--- config.mk ---
export PLATFORM = sky130hd
export DESIGN_NAME = seg_scan_decoder
export DESIGN_NICKNAME = d
export VERILOG_FILES = /design/src/rtl/seg_scan_decoder_pkg.sv /design/src/rtl/seg_scan_decoder_pattern_decode.sv /design/src/rtl/seg_scan_decoder.sv
export SDC_FILE = /design/constraint.sdc
export NUM_CORES = 1
export LEC_CHECK = 0
export ABC_AREA = 1
export ABC_CLOCK_PERIOD_IN_PS = 3800
export BUFFER_PORTS_ARGS = -buffer_cell sky130_fd_sc_hd__clkbuf_2
export CAP_MARGIN = 0
export CORE_MARGIN = 1.5
export CORE_UTILIZATION = 50
export DETAILED_ROUTE_END_ITERATION = 8
export PLACE_DENSITY = 0.7
export SLEW_MARGIN = 15
export SYNTH_ARGS = -nofsm -noshare
export SYNTH_HDL_FRONTEND = slang
export SYNTH_SLANG_ARGS = --single-unit
export TNS_END_PERCENT = 20
--- constraint.sdc ---
create_clock -name clk -period 3.8 [get_ports clk]
set_input_delay 0.38 -clock clk [delete_from_list [all_inputs] [get_ports clk]]
set_output_delay 0.38 -clock clk [all_outputs]
set_load 0.01 [all_outputs]
--- src/rtl/seg_scan_decoder_pkg.sv ---
// Shared definitions for the seven-segment scan decoder: segment patterns in
// Seg[6:0] = {g,f,e,d,c,b,a} order and an index-width helper.
package seg_scan_decoder_pkg;

  localparam logic [6:0] SEG_0     = 7'h3F;
  localparam logic [6:0] SEG_1     = 7'h06;
  localparam logic [6:0] SEG_2     = 7'h5B;
  localparam logic [6:0] SEG_3     = 7'h4F;
  localparam logic [6:0] SEG_4     = 7'h66;
  localparam logic [6:0] SEG_5     = 7'h6D;
  localparam logic [6:0] SEG_6     = 7'h7D;
  localparam logic [6:0] SEG_7     = 7'h07;
  localparam logic [6:0] SEG_8     = 7'h7F;
  localparam logic [6:0] SEG_9     = 7'h67;
  localparam logic [6:0] SEG_A     = 7'h77;
  localparam logic [6:0] SEG_B     = 7'h7C;
  localparam logic [6:0] SEG_C     = 7'h39;
  localparam logic [6:0] SEG_D     = 7'h5E;
  localparam logic [6:0] SEG_E     = 7'h79;
  localparam logic [6:0] SEG_F     = 7'h71;
  localparam logic [6:0] SEG_BLANK = 7'h00;

  // A single-digit display still needs a 1-bit index port.
  function automatic int idx_w(input int n);
    return (n > 1) ? $clog2(n) : 1;
  endfunction

endpackage

--- src/rtl/seg_scan_decoder_pattern_decode.sv ---
// Combinational inverse of the seven-segment encoder table: pattern to nibble,
// with legal and blank indications.
module seg_pattern_decode
  import seg_scan_decoder_pkg::*;
(
  input  logic [6:0] i_seg,
  output logic [3:0] o_nib,
  output logic       o_legal,
  output logic       o_blank
);

  always_comb begin
    o_nib   = 4'h0;
    o_legal = 1'b1;
    case (i_seg)
      SEG_0:   o_nib = 4'h0;
      SEG_1:   o_nib = 4'h1;
      SEG_2:   o_nib = 4'h2;
      SEG_3:   o_nib = 4'h3;
      SEG_4:   o_nib = 4'h4;
      SEG_5:   o_nib = 4'h5;
      SEG_6:   o_nib = 4'h6;
      SEG_7:   o_nib = 4'h7;
      SEG_8:   o_nib = 4'h8;
      SEG_9:   o_nib = 4'h9;
      SEG_A:   o_nib = 4'hA;
      SEG_B:   o_nib = 4'hB;
      SEG_C:   o_nib = 4'hC;
      SEG_D:   o_nib = 4'hD;
      SEG_E:   o_nib = 4'hE;
      SEG_F:   o_nib = 4'hF;
      default: o_legal = 1'b0;
    endcase
  end

  assign o_blank = (i_seg == SEG_BLANK);

endmodule

--- src/rtl/seg_scan_decoder.sv ---
// Monitors a multiplexed seven-segment bus: synchronises it, waits for a stable
// pattern, then records the decoded nibble and status for the selected digit.
module seg_scan_decoder
  import seg_scan_decoder_pkg::*;
#(
  parameter int NUM_DIGITS    = 4,
  parameter int STABLE_CYCLES = 4,
  parameter int SYNC_STAGES   = 2
) (
  input  logic                         clk,
  input  logic                         rst_n,
  input  logic [6:0]                   Seg,
  input  logic [NUM_DIGITS-1:0]        Anode,
  input  logic                         Clear,
  output logic [4*NUM_DIGITS-1:0]      Digits,
  output logic [NUM_DIGITS-1:0]        Valid,
  output logic [NUM_DIGITS-1:0]        Blank,
  output logic [NUM_DIGITS-1:0]        Invalid,
  output logic                         Update,
  output logic [idx_w(NUM_DIGITS)-1:0] UpdIdx,
  output logic                         Conflict,
  output logic                         FrameDone
);

  localparam int            IW      = idx_w(NUM_DIGITS);
  localparam int            CW      = $clog2(STABLE_CYCLES + 1);
  localparam logic [CW-1:0] CNT_MAX = CW'(STABLE_CYCLES);

  logic [6:0]              r_seg_sync [SYNC_STAGES];
  logic [NUM_DIGITS-1:0]   r_an_sync  [SYNC_STAGES];
  logic [6:0]              r_seg_prev;
  logic [NUM_DIGITS-1:0]   r_an_prev;
  logic [CW-1:0]           r_cnt;
  logic                    r_evt;
  logic [4*NUM_DIGITS-1:0] r_digits;
  logic [NUM_DIGITS-1:0]   r_valid, r_blank, r_invalid, r_seen;
  logic                    r_update, r_conflict, r_frame;
  logic [IW-1:0]           r_upd_idx;

  logic [6:0]              w_seg_s;
  logic [NUM_DIGITS-1:0]   w_an_s;
  logic                    w_change;
  logic [CW-1:0]           w_cnt_nxt;
  logic                    w_evt_nxt;
  logic [3:0]              w_nib;
  logic                    w_legal, w_blank, w_onehot, w_full;
  logic [IW-1:0]           w_idx;
  logic [NUM_DIGITS-1:0]   w_seen_nxt;

  // ---- stage: input synchroniser and stability window ----
  assign w_seg_s   = r_seg_sync[SYNC_STAGES-1];
  assign w_an_s    = r_an_sync[SYNC_STAGES-1];
  assign w_change  = (w_seg_s != r_seg_prev) || (w_an_s != r_an_prev);
  assign w_cnt_nxt = w_change ? CW'(1) : ((r_cnt == CNT_MAX) ? CNT_MAX : r_cnt + CW'(1));
  // A change that lands directly on the limit (STABLE_CYCLES=1) still fires.
  assign w_evt_nxt = (w_cnt_nxt == CNT_MAX) && ((r_cnt != CNT_MAX) || w_change);

  always_ff @(posedge clk or negedge rst_n) begin
    if (!rst_n) begin
      for (int k = 0; k < SYNC_STAGES; k++) begin
        r_seg_sync[k] <= '0;
        r_an_sync[k]  <= '0;
      end
      r_seg_prev <= '0;
      r_an_prev  <= '0;
      r_cnt      <= '0;
      r_evt      <= 1'b0;
    end else if (Clear) begin
      for (int k = 0; k < SYNC_STAGES; k++) begin
        r_seg_sync[k] <= '0;
        r_an_sync[k]  <= '0;
      end
      r_seg_prev <= '0;
      r_an_prev  <= '0;
      r_cnt      <= '0;
      r_evt      <= 1'b0;
    end else begin
      r_seg_sync[0] <= Seg;
      r_an_sync[0]  <= Anode;
      for (int k = 1; k < SYNC_STAGES; k++) begin
        r_seg_sync[k] <= r_seg_sync[k-1];
        r_an_sync[k]  <= r_an_sync[k-1];
      end
      r_seg_prev <= w_seg_s;
      r_an_prev  <= w_an_s;
      r_cnt      <= w_cnt_nxt;
      r_evt      <= w_evt_nxt;
    end
  end

  // ---- stage: decode and capture of the stable sample ----
  seg_pattern_decode u_decode (
    .i_seg   (r_seg_prev),
    .o_nib   (w_nib),
    .o_legal (w_legal),
    .o_blank (w_blank)
  );

  assign w_onehot   = (r_an_prev != '0) &&
                      ((r_an_prev & (r_an_prev - NUM_DIGITS'(1))) == '0);
  assign w_seen_nxt = r_seen | r_an_prev;
  assign w_full     = &w_seen_nxt;

  always_comb begin
    w_idx = '0;
    for (int k = 0; k < NUM_DIGITS; k++) begin
      if (r_an_prev[k]) w_idx = IW'(k);
    end
  end

  always_ff @(posedge clk or negedge rst_n) begin
    if (!rst_n) begin
      r_digits   <= '0;
      r_valid    <= '0;
      r_blank    <= '0;
      r_invalid  <= '0;
      r_seen     <= '0;
      r_update   <= 1'b0;
      r_upd_idx  <= '0;
      r_conflict <= 1'b0;
      r_frame    <= 1'b0;
    end else if (Clear) begin
      r_digits   <= '0;
      r_valid    <= '0;
      r_blank    <= '0;
      r_invalid  <= '0;
      r_seen     <= '0;
      r_update   <= 1'b0;
      r_upd_idx  <= '0;
      r_conflict <= 1'b0;
      r_frame    <= 1'b0;
    end else begin
      r_update   <= 1'b0;
      r_conflict <= 1'b0;
      r_frame    <= 1'b0;
      if (r_evt && w_onehot) begin
        r_update  <= 1'b1;
        r_upd_idx <= w_idx;
        if (w_legal) begin
          r_digits[{w_idx, 2'b00} +: 4] <= w_nib;
          r_valid[w_idx]   <= 1'b1;
          r_blank[w_idx]   <= 1'b0;
          r_invalid[w_idx] <= 1'b0;
        end else begin
          r_valid[w_idx]   <= 1'b0;
          r_blank[w_idx]   <= w_blank;
          r_invalid[w_idx] <= !w_blank;
        end
        if (w_full) begin
          r_frame <= 1'b1;
          r_seen  <= '0;
        end else begin
          r_seen  <= w_seen_nxt;
        end
      end else if (r_evt && (r_an_prev != '0)) begin
        r_conflict <= 1'b1;
      end
    end
  end

  assign Digits    = r_digits;
  assign Valid     = r_valid;
  assign Blank     = r_blank;
  assign Invalid   = r_invalid;
  assign Update    = r_update;
  assign UpdIdx    = r_upd_idx;
  assign Conflict  = r_conflict;
  assign FrameDone = r_frame;

endmodule

# Word level (Yosys, flattened, before mapping)
# Index checks and enable logic that the tools add are counted.
[op_classes]
add_sub_neg = 3
order_cmp = 2
eq_ne = 21
shift = 2
n_mux = 43
bitwise = 7
reduce_logical = 16
[op_table]
columns = ["operator", "count"]
rows = [
  ["7-bit == test, second input constant", 12],
  ["4-bit case mux with 15 select lines", 1],
  ["4-bit 2-to-1 mux", 13],
  ["16-bit 2-to-1 mux", 3],
  ["4-bit bitwise AND", 4],
  ["16-bit bitwise mux", 1],
  ["16-bit OR reduction", 1],
  ["4-bit by 6-bit variable shift with 16-bit output, first input constant", 1],
  ["4-bit by 6-bit indexed part select with 16-bit output", 1],
  ["7-bit by 3-bit == test with 1-bit output, second input constant", 2],
  ["7-bit by 6-bit == test with 1-bit output, second input constant", 2],
  ["14-bit 2-to-1 mux", 1],
  ["1-bit 2-to-1 mux", 12],
  ["3-bit 2-to-1 mux", 3],
  ["4-bit bitwise mux", 2],
  ["2-bit 2-to-1 mux", 4],
  ["8-bit 2-to-1 mux", 1],
  ["4-bit OR", 2],
  ["7-bit logical NOT", 1],
  ["7-bit 2-to-1 mux", 1],
  ["7-bit inequality test", 1],
  ["3-bit == test, second input constant", 2],
  ["4-bit negator with 6-bit output", 1],
  ["1-bit logical AND", 5],
  ["15 further kinds", 17],
]
[totals]
register_bits = 74
in_bits = 14
output_inout_bits = 33

# Logic depth before layout (Yosys ltp)
# Gate-level depths: netlist of run 1.
[logic_depth]
depth_word = 12
mapped_depth = 12

# By module
# From an unflattened synthesis of run 1, not the netlist that was laid out.
[hier_totals]
hier_cells = 500
hier_area_um2 = 3751.1
[by_module_without_submodules]
columns = ["mod", "instances", "cells_per_inst", "area_each_um2", "seq_area_each_um2"]
rows = [
  ["seg_scan_decoder", 1, 422, 3403.3, 1851.8],
  ["seg_pattern_decode", 1, 78, 347.8, 0.0],
]

# Worst setup path after synthesis of run 1
# OpenSTA, ideal clock, no wires.
[synth_timing]
kind = "register to register"
start = "register r_an_prev[2]"
end = "register r_digits[0] (netlist: Digits[0])"
arrival_time_ns = 1.775
required_ns = 3.726
slack_ns = 1.951
path_stages_with_launch = 8
path_buffers = 0
cell_sequence = "dfrtp_1 inv_1 a21oi_4 inv_1 ha_1 nor4_1 nand2_1 o21ai_2"
[synth_between]
elab_chain_len = 8
[synth_rtl]
columns = ["item", "line", "text"]
rows = [
  ["start: declaration", "seg_scan_decoder.sv:32", "logic [NUM_DIGITS-1:0] r_an_prev;"],
  ["start signal: assignment", "seg_scan_decoder.sv:85", "r_an_prev <= w_an_s;"],
  ["2-bit 2-to-1 mux (2 in a row)", "seg_scan_decoder.sv:107", "if (r_an_prev[k]) w_idx = IW'(k);"],
  ["4-bit negator with 6-bit output", "seg_scan_decoder.sv:140", "r_digits[{w_idx, 2'b00} +: 4] <= w_nib;"],
  ["4-bit by 6-bit indexed part select with 16-bit output / 4-bit by 6-bit variable shift with 16-bit output (equally long branches)", "seg_scan_decoder.sv:140", ""],
  ["16-bit bitwise mux", "seg_scan_decoder.sv:140", ""],
  ["16-bit 2-to-1 mux", "seg_scan_decoder.sv:139", "if (w_legal) begin"],
  ["16-bit 2-to-1 mux", "seg_scan_decoder.sv:136", "if (r_evt && w_onehot) begin"],
  ["16-bit 2-to-1 mux", "seg_scan_decoder.sv:122", "end else if (Clear) begin"],
  ["end signal: indexed assignment", "seg_scan_decoder.sv:140", ""],
  ["end: declaration", "seg_scan_decoder.sv:35", "logic [4*NUM_DIGITS-1:0] r_digits;"],
]
# Several ways; a longest one is shown, not always the timed one. The select of a mux whose other input is x is not followed.
# A chain may end at the register's enable or synchronous reset.

# Final worst setup path of run 1
[layout_timing]
start = "register r_an_prev[2]"
end = "register r_digits[3] (netlist: Digits[3])"
# The elaborated chain is that of the path after synthesis.

==> results by group, run 1 <==
Layout
  – Non-filler cells in the finished layout: 625
  – Layout cells sized above 1: 17.5%
  – Diode insertion count for antenna repair: 0
  – Core utilization of the finished layout: 59.2%
  – Area growth from synthesis to layout: 14.2%
  – Final #Nets: 541
  – Design Area, Final: 4320 µm²

STA
  – Ratio of final minimum period to clock period: 59.1%
  – Peak Freq: 0.445 GHz
  – Setup repair after global routing missed its margin: false
  – Final setup violation count: 0
  – Setup Total Neg Slack: 0 ps
  – Headroom to the max-slew limit: 48.8%
  – Pin slew with the least headroom to its limit: 767 ps
  – Number of slew-limit violations in the final report: 0
  – Number of hold-slack violations in the final timing report: 0
  – Clock skew: 6.88 ps
  – Fin crit period: 2250 ps

Logic synthesis
  – Synth Instances: 474
  – Mapped Nets: 494
  – Most used flip-flop cell after synthesis: dfrtp_1
  – Simple-gate share of the synthesized area: 32.0%
  – Cell type contributing the most total cell area after synthesis: dfrtp_1
  – Most common cell in the synthesized netlist: nand2_1
  – Xor and xnor area share after synthesis: 1.85%
  – Share of synthesized area spent on multiplexers: 0%
  – Cell variety after synth: 31
  – EDFF count, synth: 0
  – Number of warnings issued by yosys: 0
  – Fraction of the mapped netlist area in compound gates: 7.02%
  – #FFs+latches synth: 74
  – Post-synthesis async set-or-reset flop share: 100%
  – Area fraction of the dominant cell type after synthesis: 49.0%
  – Top post-synthesis cells by count: nand2_1 (140), dfrtp_1 (74), nor2_1 (64), inv_1 (57), nand3_1 (30)
  – Sequential element share of the synthesized area: 49.0%
  – Adder and majority cell fraction of the synthesized area: 1.99%
  – Main combinational cell family by area after synthesis: simple AND/OR/NAND/NOR gates
  – Mean instance size in the synthesized netlist: 7.97 µm²
  – Ranking of synthesized cells by area: dfrtp_1 (49%), nand2_1 (14%), nor2_1 (6.4%)
  – Netlist Area Pre-Place: 3780 µm²

Clock network
  – Number of buffers on the longest clock path: 2
  – Clock transition at the registers of the reported paths: 70 ps
  – TritonCTS clock tree: built
  – CTS H-Tree Depth: 3
  – CTS sink cnt: 74
  – CTS root buffer: clkbuf_8
  – Post-CTS Hold Buffers: 0
  – Cells resized by post-CTS repair: 0
  – Number of buffers created by CTS: 9
  – Buffer count from post-CTS setup fixing: 0
  – Latest clock arrival within the worst-skew pair: 340 ps

Detailed routing
  – Detail Route Antenna Nets: 0
  – Routed via count: 3035
  – Average vias per placed instance: 4.86
  – Iteration-0 DRC count of the detailed router: 146
  – 1st-pass router iterations: 4
  – Average detailed-routed wire length per instance: 12.1 µm
  – Wirelength, routed: 7.54 mm
  – DRC Markers: 0

Floorplanning
  – Die area: 8090 µm²
  – Number of placement rows: 31
  – Chip height: 89.9 µm
  – Horizontal extent of the die: 89.9 µm
  – Number of top-level pins: 47
  – Initial cell density of the core: 51.8%
  – Core area: 7290 µm²

Placement
  – Number of I/O port buffers: 46
  – Placed Cells incl. Taps: 609
  – Final HPWL from detailed placement: 5.38 mm
  – RePlAce Congestion: 0.886
  – Post-Place Cell Area: 4070 µm²

Run
  – Maxcap violations: 0

Global routing
  – Met3 usage: 3.38%
  – Overall Global Routing Usage: 20.7%
  – GR Util met1: 26.6%
  – Met2 GRT Util: 34.0%
  – Number of antenna violations at the first check in global routing: 0
  – Maximum number of pins on one net before global-route repair: 52
  – Congestion Overflow GR: 0
  – First-pass GRT wire length: 13.3 mm
  – Busiest metal layer after global routing: met2
  – Via count of the first global-routing pass: 2914

Status
  – Result of the run: completed

Power and ir drop
  – Switching portion of total power: 22.9%
  – Power per Cell Area: 392 nW/µm²
  – Internal Power: 1.30 mW
  – Clock network fraction of design power: 43.6%
  – Switch Pwr: 388 µW
  – Leakage power: 2.25 nW
  – Maximum VDD drop: 0.246 mV
  – Logic gate share of total power: 7.8%
  – Seq pwr share: 48.5%

Setup path
  – Worst endpoint required time: 4070 ps
  – CP max FO: 15
  – CP arrival: 2510 ps
  – Worst setup SP type: flop
  – CP endpoint kind: flop
  – Critical path type: reg -> reg

Worst hold path
  – Worst Hold Class: in -> async
[cell usage in the layout (no fill, tap or decap), drive strengths merged, types with 2 or more instances in the layout]
master,n
nand4,5
ha,6
nand3,36
nor2,71
bufinv,3
xnor2,5
nor3,4
nand2,146
o21ai,45
dfrtp,74
clkbuf,57
inv,62
nor4,2
xor2,3
buf,3
[layout make-up]
type                       count  area [µm²]
sequential                    74        1850
clock inverter                 4        98.8
clock buffer                  12         145
timing repair buffer          48         245
fill                         689        2980
inverter                      62         233
tap                           99         124
multi-input combinational    326        1620
[path summary, 6_finish.rpt]
check / cells after the start / slack, ps / endpoint / from
worst max-delay path: 7 / 1550 / Digits[3] / r_an_prev[2]
max in group asynchronous: 2 / 2760 / w_an_s[3] / rst_n
worst max register to register: 7 / 1550 / Digits[3] / r_an_prev[2]
min in group clk: 3 / 210 / r_seg_sync[11] / Seg[4]
worst min register to register: 2 / 450 / w_an_s[1] / r_an_sync[5]
worst min-delay path: 1 / 5 / r_seg_prev[1] / rst_n
[metal layers]
metal	wire, µm	vias to the layer above
met5	0	-
met4	159	0
met3	303	18
met2	3600	77
met1	3480	1378
li1	-	1562
[through the flow]
stage,hold WS (ps),total power [mW],setup WS (ps)
floorplan,84.4,0.922,1950
global placement,381,0.964,1400
detailed placement,389,0.969,1350
CTS,10.9,1.71,1550
global route,35.6,1.76,1400
finish,5.04,1.69,1550
[flip-flops by register name, indices dropped and copies added, names as in the netlist, 2 cells and up]
name        cells
w_an_s          4
Invalid         4
Digits         16
r_an_prev       4
r_cnt           3
r_seg_sync      7
r_seen          4
r_seg_prev      7
w_seg_s         7
UpdIdx          2
r_an_sync       4
Blank           4
Valid           4
[power groups by stage]
stage               sequential, mW  combinational (mW)  clock [mW]
CTS                          0.819               0.135       0.754
global placement             0.834               0.130           0
finish                       0.820               0.132       0.737
detailed placement           0.835               0.134           0
global route                 0.822               0.154       0.784
floorplan                    0.834              0.0878           0
[worst max-delay path: stages, from the launching register on]
cell,delay [ps]
dfrtp_1,410
inv_1,130
a21oi_4,270
ha_1,250
inv_1,200
nor4_1,610
nand2_1,140
o21ai_2,160
[kinds of logic after synthesis]
kind of cell    count (synthesis)
xor+xnor                        8
flops                          74
fa+ha+maj                       6
compound gates                 47
simple gates                  265
buf+inv                        74
Power figures use the tool's default switching activity.
==> run 2, diff against run 1 <==
Settings changed: ABC_CLOCK_PERIOD_IN_PS 3800 to 2300.
Clock period 3.8 ns to 2.3 ns, I/O delays scaled along.
==> run 2 against run 1 <==
  * Critical path depth grew 1
  * Combinational power rose by 73%
  * Sequential cell count unchanged
  * Via count about the same
  * Register-to-register slack worse by 1300 ps
  * Hold slack better by 52 ps
  * Clock power rose by 40%
  * Setup slack got worse by 1300 ps
  * Global-route usage up 0.24 points
  * Sequential power rose by 65%
  * Clock skew increased by 1.1 ps
  * Highest routed layer unchanged
==> results by group, run 2 (synthesis results as in run 1) <==
Global routing
  – Congestion Overflow GR: 0
  – Overall Global Routing Usage: 20.9%
  – Number of antenna violations at the first check in global routing: 0
  – First-pass GRT wire length: 13.7 mm
  – Via count of the first global-routing pass: 3047
  – Maximum number of pins on one net before global-route repair: 41

STA
  – Final setup violation count: 0
  – Pin slew with the least headroom to its limit: 547 ps
  – Setup repair after global routing missed its margin: false
  – Peak Freq: 0.480 GHz
  – Setup Total Neg Slack: 0 ps
  – Fin crit period: 2080 ps
  – Number of slew-limit violations in the final report: 0
  – Ratio of final minimum period to clock period: 90.5%
  – Setup ws final: 219 ps
  – Clock skew: 7.98 ps
  – Headroom to the max-slew limit: 63.4%
  – Number of hold-slack violations in the final timing report: 0

Setup path
  – FF-to-FF Start: r_an_prev[2]
  – Cell type of the slowest stage on the worst timing path: dfrtp_1
  – Stage delay of the slowest cell on the critical path: 410 ps
  – Worst setup SP type: flop
  – Most Frequent Cell on Critical Path: inv_1
  – CP max FO: 9
  – Startpoint of the most critical setup path: r_an_prev[2]
  – Worst endpoint required time: 2580 ps
  – CP endpoint kind: flop
  – CP arrival: 2360 ps
  – Critical path type: reg -> reg
  – Cell chain of the critical path: inv_1 > a21oi_4 > inv_1 > ha_1 > nor4_1 > buf_4 > nand2_1 > o21ai_2

Clock network
  – Latest clock arrival within the worst-skew pair: 350 ps
  – TritonCTS clock tree: built
  – Clock transition at the registers of the reported paths: 80 ps
  – Number of buffers on the longest clock path: 2
  – CTS H-Tree Depth: 3
  – CTS sink cnt: 74
  – Post-CTS Hold Buffers: 1
  – Number of buffers created by CTS: 9
  – Cells resized by post-CTS repair: 0
  – Buffer count from post-CTS setup fixing: 0
  – CTS root buffer: clkbuf_8

Detailed routing
  – Detail Route Antenna Nets: 0
  – Iteration-0 DRC count of the detailed router: 125
  – Wirelength, routed: 7.63 mm
  – Routed via count: 3037
  – Average detailed-routed wire length per instance: 12.1 µm
  – DRC Markers: 0
  – 1st-pass router iterations: 4
  – Average vias per placed instance: 4.81

Floorplanning
  – Initial cell density of the core: 51.8%
  – Number of placement rows: 31
  – Number of top-level pins: 47
  – Core area: 7290 µm²
  – Chip height: 89.9 µm
  – Die area: 8090 µm²
  – Horizontal extent of the die: 89.9 µm

Layout
  – Diode insertion count for antenna repair: 0
  – Core utilization of the finished layout: 59.3%
  – Most common cell after layout, fill and taps aside: nand2_1
  – Area growth from synthesis to layout: 14.4%
  – Final #Nets: 547
  – Layout cells sized above 1: 18.4%
  – Largest register FFs: 16
  – Most used cells in the layout excluding fill and tap cells: nand2_1 (140), dfrtp_1 (74), nor2_1 (64)

Status
  – Result of the run: completed

Placement
  – Final HPWL from detailed placement: 5.61 mm
  – RePlAce Congestion: 0.898
  – Post-placement setup slack: 238 ps
  – Number of I/O port buffers: 46

Worst hold path
  – Worst Hold Class: in -> reg
  – Hold path startpoint: Seg[4]

Power and ir drop
  – Leakage power: 2.25 nW
  – Maximum VDD drop: 0.379 mV
  – Power per Cell Area: 605 nW/µm²

Run
  – Maxcap violations: 0
run 2: cell type report:
class,count,area (µm²)
Clock buffer,11,141
Clock inverter,5,61.3
Fill cell,675,2970
Inverter,62,233
Multi-Input combinational cell,326,1620
Sequential cell,74,1850
Tap cell,99,124
Timing Repair Buffer,54,293
run 2: where the power goes:
group,internal [mW],switching [mW]
combinational,0.0745,0.154
clock,0.535,0.498
sequential,1.33,0.0231
total,1.94,0.676
run 2: final timing paths:
path                                  end  slack (ps)  depth (start not counted)
max                             Digits[3]         220                          8
min                        r_seg_sync[11]          60                          3
max reg2reg                     Digits[3]         220                          8
min reg2reg                    w_seg_s[2]         470                          2
max in group asynchronous       w_an_s[2]        1450                          3
min in group asynchronous        Blank[2]         450                          3
run 2: metal layers:
layer	share of wire (%)	wire [µm]	global-route usage [%]	up-vias
met3	5.0	383	4.82	9
li1	-	-	-	1572
met4	1.2	93	6.22	0
met2	49	3700	35.9	71
met5	0	0	0	-
met1	45	3450	26.3	1385
run 2: stage by stage:
stage          instance area, µm²  power [mW]  hold slack, ps  std cells
3_5_place_dp                 4110        1.61             304        614
2_1_floorplan                3780        1.52           -65.6        474
6_report                     4320        2.62            57.0        631
3_3_place_gp                 4110        1.60             295        614
4_1_cts                      4320        2.64            41.8        631
5_1_grt                      4320        2.74            44.0        631
run 2: worst max-delay path: cells and delay by family (launching register included):
kind | cells | cell delay (ps)
buf+inv | 3 | 460
flops | 1 | 410
simple gates | 2 | 380
compound gates | 2 | 410
fa+ha+maj | 1 | 350
